## src/rtl/bist_pkg.sv

```systemverilog
// Shared definitions for the BIST sequencer: FSM state encoding, result
// width and the signature / run-counter field positions inside the result.
package bist_pkg;

    typedef enum logic [2:0] {
        ST_IDLE       = 3'd0,
        ST_TEST_PULSE = 3'd1,
        ST_START      = 3'd2,
        ST_WAIT_DONE  = 3'd3,
        ST_RESP       = 3'd4
    } state_e;

    localparam int RES_W   = 13;
    localparam int SIG_W   = 9;
    localparam int RUN_W   = 4;
    localparam int SIG_LSB = 0;
    localparam int SIG_MSB = 8;
    localparam int RUN_LSB = 9;
    localparam int RUN_MSB = 12;

    // True when the result carries the golden signature and the expected run tag.
    function automatic logic sig_match(input logic [RES_W-1:0] y,
                                       input logic [SIG_W-1:0] golden,
                                       input logic [RUN_W-1:0] run);
        return (y[SIG_MSB:SIG_LSB] == golden) && (y[RUN_MSB:RUN_LSB] == run);
    endfunction

endpackage

```

## src/rtl/bist_timeout.sv

```systemverilog
// Cycle counter used to bound the waits for DUT busy edges. expired_o is
// high during the LIMIT-th enabled cycle since the last clear, so the FSM
// leaves the waiting state exactly LIMIT cycles after entering it.
module bist_timeout #(
    parameter int unsigned LIMIT = 1024
) (
    input  logic clk_i,
    input  logic rst_n_i,
    input  logic clear_i,
    input  logic enable_i,
    output logic expired_o
);

    localparam int unsigned CNT_W = $clog2(LIMIT + 1);

    logic [CNT_W-1:0] count_q;
    logic [CNT_W-1:0] count_d;

    // Clear has priority; otherwise count up while enabled and not yet expired.
    always_comb begin
        count_d = count_q;
        if (clear_i) begin
            count_d = '0;
        end else if (enable_i && !expired_o) begin
            count_d = count_q + {{(CNT_W-1){1'b0}}, 1'b1};
        end else begin
            count_d = count_q;
        end
    end

    // Expiry flag: the awaited edge has not come within LIMIT cycles.
    always_comb begin
        expired_o = enable_i && (count_q == CNT_W'(LIMIT - 1));
    end

    // Counter register.
    always_ff @(posedge clk_i or negedge rst_n_i) begin
        if (!rst_n_i) begin
            count_q <= '0;
        end else begin
            count_q <= count_d;
        end
    end

endmodule

```

## src/rtl/bist_sequencer.sv

```systemverilog
// BIST sequencer: accepts user or BIST commands, drives the DUT through an
// optional test-mode pulse and a start/busy handshake, and returns the
// captured result with pass/timeout flags. All outputs are registered.
module bist_sequencer
    import bist_pkg::*;
#(
    parameter int unsigned TIMEOUT_CYC    = 1024,
    parameter int unsigned TEST_PULSE_CYC = 100,
    parameter logic [8:0]  GOLDEN_SIG     = 9'b001010001
) (
    input  logic        clk_i,
    input  logic        rst_n_i,
    input  logic        cmd_valid_i,
    output logic        cmd_ready_o,
    input  logic        cmd_mode_i,
    input  logic [7:0]  cmd_a_i,
    input  logic [7:0]  cmd_b_i,
    output logic        rsp_valid_o,
    input  logic        rsp_ready_i,
    output logic [12:0] rsp_data_o,
    output logic        rsp_pass_o,
    output logic        rsp_timeout_o,
    output logic [7:0]  dut_a_o,
    output logic [7:0]  dut_b_o,
    output logic        dut_start_o,
    output logic        dut_test_o,
    input  logic        dut_busy_i,
    input  logic [12:0] dut_y_i
);

    localparam int unsigned PULSE_W = $clog2(TEST_PULSE_CYC + 1);

    state_e             state_q;
    logic               mode_q;
    logic [7:0]         dut_a_q;
    logic [7:0]         dut_b_q;
    logic               dut_start_q;
    logic               dut_test_q;
    logic               cmd_ready_q;
    logic               rsp_valid_q;
    logic [RES_W-1:0]   rsp_data_q;
    logic               rsp_pass_q;
    logic               rsp_timeout_q;
    logic [RUN_W-1:0]   run_q;
    logic [PULSE_W-1:0] pulse_q;

    logic [RUN_W-1:0]   run_inc_s;
    logic               tmo_clear_s;
    logic               tmo_enable_s;
    logic               tmo_expired_s;

    // Timeout runs only in START/WAIT_DONE and restarts on entry to each of them.
    always_comb begin
        run_inc_s    = run_q + {{(RUN_W-1){1'b0}}, 1'b1};
        tmo_enable_s = (state_q == ST_START) || (state_q == ST_WAIT_DONE);
        tmo_clear_s  = !tmo_enable_s || ((state_q == ST_START) && dut_busy_i);
    end

    bist_timeout #(
        .LIMIT (TIMEOUT_CYC)
    ) u_timeout (
        .clk_i     (clk_i),
        .rst_n_i   (rst_n_i),
        .clear_i   (tmo_clear_s),
        .enable_i  (tmo_enable_s),
        .expired_o (tmo_expired_s)
    );

    // Main sequencing FSM with all outputs registered.
    always_ff @(posedge clk_i or negedge rst_n_i) begin
        if (!rst_n_i) begin
            state_q       <= ST_IDLE;
            mode_q        <= 1'b0;
            dut_a_q       <= 8'd0;
            dut_b_q       <= 8'd0;
            dut_start_q   <= 1'b0;
            dut_test_q    <= 1'b0;
            cmd_ready_q   <= 1'b0;
            rsp_valid_q   <= 1'b0;
            rsp_data_q    <= {RES_W{1'b0}};
            rsp_pass_q    <= 1'b0;
            rsp_timeout_q <= 1'b0;
            run_q         <= {RUN_W{1'b0}};
            pulse_q       <= {PULSE_W{1'b0}};
        end else begin
            case (state_q)
                ST_IDLE: begin
                    if (cmd_valid_i && cmd_ready_q) begin
                        mode_q      <= cmd_mode_i;
                        dut_a_q     <= cmd_a_i;
                        dut_b_q     <= cmd_b_i;
                        cmd_ready_q <= 1'b0;
                        pulse_q     <= {PULSE_W{1'b0}};
                        if (cmd_mode_i) begin
                            dut_test_q <= 1'b1;
                            state_q    <= ST_TEST_PULSE;
                        end else begin
                            dut_start_q <= 1'b1;
                            state_q     <= ST_START;
                        end
                    end else begin
                        cmd_ready_q <= 1'b1;
                    end
                end
                ST_TEST_PULSE: begin
                    if (pulse_q == PULSE_W'(TEST_PULSE_CYC - 1)) begin
                        dut_test_q  <= 1'b0;
                        dut_start_q <= 1'b1;
                        state_q     <= ST_START;
                    end else begin
                        pulse_q <= pulse_q + {{(PULSE_W-1){1'b0}}, 1'b1};
                    end
                end
                ST_START: begin
                    // dut_start_o has been high for at least this cycle, so a
                    // busy already high on entry still sees a start pulse.
                    if (dut_busy_i) begin
                        dut_start_q <= 1'b0;
                        state_q     <= ST_WAIT_DONE;
                    end else if (tmo_expired_s) begin
                        dut_start_q   <= 1'b0;
                        rsp_data_q    <= {RES_W{1'b0}};
                        rsp_pass_q    <= 1'b0;
                        rsp_timeout_q <= 1'b1;
                        rsp_valid_q   <= 1'b1;
                        state_q       <= ST_RESP;
                    end else begin
                        dut_start_q <= 1'b1;
                    end
                end
                ST_WAIT_DONE: begin
                    if (!dut_busy_i) begin
                        rsp_data_q    <= dut_y_i;
                        rsp_timeout_q <= 1'b0;
                        rsp_valid_q   <= 1'b1;
                        if (mode_q) begin
                            run_q      <= run_inc_s;
                            rsp_pass_q <= sig_match(dut_y_i, GOLDEN_SIG, run_inc_s);
                        end else begin
                            rsp_pass_q <= 1'b0;
                        end
                        state_q <= ST_RESP;
                    end else if (tmo_expired_s) begin
                        rsp_data_q    <= {RES_W{1'b0}};
                        rsp_pass_q    <= 1'b0;
                        rsp_timeout_q <= 1'b1;
                        rsp_valid_q   <= 1'b1;
                        state_q       <= ST_RESP;
                    end else begin
                        state_q <= ST_WAIT_DONE;
                    end
                end
                ST_RESP: begin
                    if (rsp_ready_i) begin
                        rsp_valid_q <= 1'b0;
                        cmd_ready_q <= 1'b1;
                        state_q     <= ST_IDLE;
                    end else begin
                        rsp_valid_q <= 1'b1;
                    end
                end
                default: begin
                    dut_start_q <= 1'b0;
                    dut_test_q  <= 1'b0;
                    rsp_valid_q <= 1'b0;
                    cmd_ready_q <= 1'b0;
                    state_q     <= ST_IDLE;
                end
            endcase
        end
    end

    assign cmd_ready_o   = cmd_ready_q;
    assign rsp_valid_o   = rsp_valid_q;
    assign rsp_data_o    = rsp_data_q;
    assign rsp_pass_o    = rsp_pass_q;
    assign rsp_timeout_o = rsp_timeout_q;
    assign dut_a_o       = dut_a_q;
    assign dut_b_o       = dut_b_q;
    assign dut_start_o   = dut_start_q;
    assign dut_test_o    = dut_test_q;

endmodule

```

## config.mk

```make
export PLATFORM = sky130hd
export DESIGN_NAME = bist_sequencer
export DESIGN_NICKNAME = d
export VERILOG_FILES = /design/src/rtl/bist_pkg.sv /design/src/rtl/bist_timeout.sv /design/src/rtl/bist_sequencer.sv
export SDC_FILE = /design/constraint.sdc
export NUM_CORES = 1
export LEC_CHECK = 0
export CAP_MARGIN = 20
export CORE_UTILIZATION = 50
export CTS_BUF_LIST = sky130_fd_sc_hd__clkbuf_8
export CTS_CLUSTER_DIAMETER = 60
export DETAILED_ROUTE_END_ITERATION = 10
export HOLD_SLACK_MARGIN = 0.1
export PLACE_DENSITY_LB_ADDON = 0.25
export SYNTH_ARGS = -nofsm -noshare
export SYNTH_HDL_FRONTEND = slang
export SYNTH_SLANG_ARGS = --single-unit
```

## constraint.sdc

```tcl
create_clock -name clk_i -period 5.2 [get_ports clk_i]
set_clock_uncertainty 0.1 [all_clocks]
set_input_delay 0.78 -clock clk_i [delete_from_list [all_inputs] [get_ports clk_i]]
set_output_delay 0.78 -clock clk_i [all_outputs]
set_load 0.01 [all_outputs]
```

==> results by group <==
STA
  • Achievable Freq: 0.429 GHz
  • Fin. Hold Viols: 0
  • RSZ-0062 raised after global routing: false
  • Worst-margin pin slew: 0.748 ns
  • Final period utilization: 0.448
  • Setup TNS: 0 ns
  • Max Transition Viols Final: 0
  • Final setup vio count: 0
  • Worst slew margin: 0.502
  • Worst hold slack: 0.380 ns
  • Final min period: 2.33 ns

Floorplan
  • Rows: 27
  • I/O pins: 70
  • Core area: between 5000 and 6000 um^2
  • Die Y-Extent: 78.2 um
  • Die Area: 6120 um^2
  • Initial core utilization: 0.525
  • Die Wd: 78.2 um

Placed design
  • Detailed placement HPWL: 4.47 mm
  • IO Port Bufs: 69
  • RD Place Congestion: 0.823

Logic synthesis
  • Post-synth top area share: 0.525
  • List of most frequent post-synthesis cells: nand2_1, dfrtp_1, nor2_1
  • Synthesized area per cell: around 9.5 um^2
  • Most common cell in the netlist: nand2_1
  • Main flop type after synthesis: dfrtp_1
  • Mapped Nets: 345
  • Ys async rst share: 1.00
  • Count of cell types in the netlist: 50
  • Synthesized area: 2910 um^2
  • Dominant cell type by area after synthesis: dfrtp_1
  • Post-synth EDFFs: 0
  • Number of synthesized register bits: 61
  • Post-synthesis sequential area ratio: 0.525
  • Synth area leaders: dfrtp_1, nand2_1, nor2_1, nor3_1, xnor2_1
  • Mapped Cells: around 310
  • Ys Warns: 0

Clock network
  • Cts bufs inserted: 9
  • Clock Sinks: 61
  • CTS H-Tree Depth: 3
  • Clock transition at the registers of the reported paths: roughly 0.070 ns
  • Worst-skew pair later-pin latency: 0.33 ns
  • Max Root-Sink Buffers: 2
  • Post-CTS setup buffer count: 0
  • TritonCTS clock tree: done
  • Post-CTS sizing: 0
  • CTS root buf: clkbuf_8
  • Hold_buf cts: 0

Global routing
  • Total global-route track usage: 0.229
  • Pin count of the biggest net entering global routing: 62
  • First-pass GRT wire length: 10.8 mm
  • Vias in the first global route: roughly 2,300
  • Total gr overflow: 0
  • Antenna violations before repair: 0

Power and ir drop
  • Pwr per Cell Area: 240 nW/um^2
  • Pleak: 1.71 nW
  • Max IR drop VDD: 0.000188 V

Job
  • Max_cap viols: 0

Layout
  • Share of layout cells above drive strength 1: 0.0809
  • Area Overhead vs Synth: 32.0%
  • Layout net count: 416
  • # diodes: 0

Worst setup path
  • CP max FO: 17
  • Delay-heaviest family, CP: buffers and inverters
  • CP Capture Type: flip-flop
  • CP max stage cell: clkdlybuf4s50_1
  • Critical path's largest stage delay: 0.52 ns
  • Critical path buffer and inverter count: 2
  • Crit Path Category: in -> reg
  • Critical Path Start Type: input port
  • CP Data Arrival Time: 2.44 ns
  • Data required, critical path: 5.31 ns
  • CP Cell Sequence: clkdlybuf4s50_1 > nor4bb_2 > buf_4 > nand2_1 > or3_1 > xnor2_1

Routing
  • Via count: between 2,000 and 2,500
  • First drt pass iteration count: 4
  • DRT Wirelength: between 6 and 7 mm
  • Detailed Route Iter0 Violations: 154
  • DRC: 0
  • Vias per cell: 5.33
  • Final antenna-violating net count: 0
  • Routed len/inst: between 10 and 15 um

Status
  • Status: finished, final reports clean

Min path
  • Hold crit path type: reg -> reg
registers in the layout, indices dropped and copies added (netlist names):
signal / flops
rsp_data_o: 13
u_timeout.count_q: 11
dut_a_o: 8
dut_b_o: 8
pulse_q: 7
run_q: 4
state_q: 3
cmd_ready_o: 1
dut_start_o: 1
dut_test_o: 1
mode_q: 1
rsp_pass_o: 1
rsp_timeout_o: 1
rsp_valid_o: 1
where the power goes:
part	internal, mW	total (mW)	leakage (nW)	switching [mW]
combinational	0.0253	0.0428	0.783	0.0175
clock	0.229	0.404	0.105	0.175
sequential	0.475	0.475	0.822	0
total	0.729	0.921	1.71	0.192
cells in the final DEF, fill, tap and decap left out, types with 2 or more instances in the layout:
| master | instances |
|---|---|
| inv_1 | 10 |
| a31oi_1 | 2 |
| or4_1 | 3 |
| xnor2_1 | 10 |
| or3_1 | 5 |
| or2_2 | 2 |
| nand2_1 | 62 |
| nand2b_1 | 3 |
| clkbuf_8 | 10 |
| nand4b_1 | 3 |
| a21oi_1 | 11 |
| nor2_1 | 40 |
| a221oi_1 | 2 |
| and3_1 | 4 |
| and2_1 | 2 |
| o21ai_0 | 9 |
| buf_4 | 3 |
| clkinv_2 | 2 |
| o211ai_1 | 3 |
| dfrtp_1 | 61 |
| nor3_1 | 19 |
| ha_1 | 3 |
| nand3_1 | 5 |
| nand4_1 | 2 |
| o31ai_1 | 5 |
| mux2i_1 | 4 |
| xor2_1 | 4 |
| clkdlybuf4s50_1 | 68 |
| a211oi_1 | 2 |
final cells by class:
cell class / instances / area (um^2)
Timing Repair Buffer: 72 / 708
Tap cell: 72 / 90.1
Multi-Input combinational cell: 226 / 1290
Clock buffer: 10 / 138
Inverter: 8 / 30.0
Fill cell: 434 / 1700
Clock inverter: 6 / 55.1
Sequential cell: 61 / 1530
per-stage QoR:
step	total power [mW]	util	area, um^2	setup WS (ns)	std cells
after floorplan	0.488	-	2910	3.18	307
after global placement	0.527	0.658	3640	2.56	439
after detailed placement	0.527	0.658	3640	2.52	439
after CTS	0.933	0.693	3840	2.87	455
after global routing	0.961	0.693	3840	2.77	455
final	0.921	0.693	3840	2.87	455
metal layers:
metal / share of wire / wire, um / global-route usage
met3: 0.051 / 320 / 0.0523
met4: 0.021 / 132 / 0.107
met2: 0.47 / 2970 / 0.362
met5: 0 / 0 / 0
met1: 0.46 / 2900 / 0.300
final timing paths:
kind	cells after the start	endpoint	from	slack [ns]
worst max-delay path	6	run_q[3]	dut_busy_i	2.87
worst min-delay path	2	dut_a_o[5]	dut_a_o[5]	0.38
worst max register to register	5	rsp_data_o[10]	u_timeout.count_q[0]	3.03
worst min register to register	2	dut_a_o[5]	dut_a_o[5]	0.38
max in group asynchronous	2	pulse_q[1]	rst_n_i	4.01
min in group asynchronous	2	u_timeout.count_q[5]	rst_n_i	0.49
worst reg2reg max path, delay by kind of cell, from the launching register on:
| family | cells | cell delay (ns) |
|---|---|---|
| simple gates | 4 | 1.31 |
| fa+ha+maj | 1 | 0.24 |
| flops | 1 | 0.40 |
logic make-up (layout without fill, tap and decap cells):
group           count (synthesis)  in the layout  synth area share
simple gates                  163            163             0.270
mux                             5              5            0.0176
buf+inv                        20             96            0.0349
compound gates                 40             40            0.0938
flops                          61             61             0.525
fa+ha+maj                       4              4            0.0164
xor+xnor                       14             14            0.0422
Power figures use the tool's default switching activity.
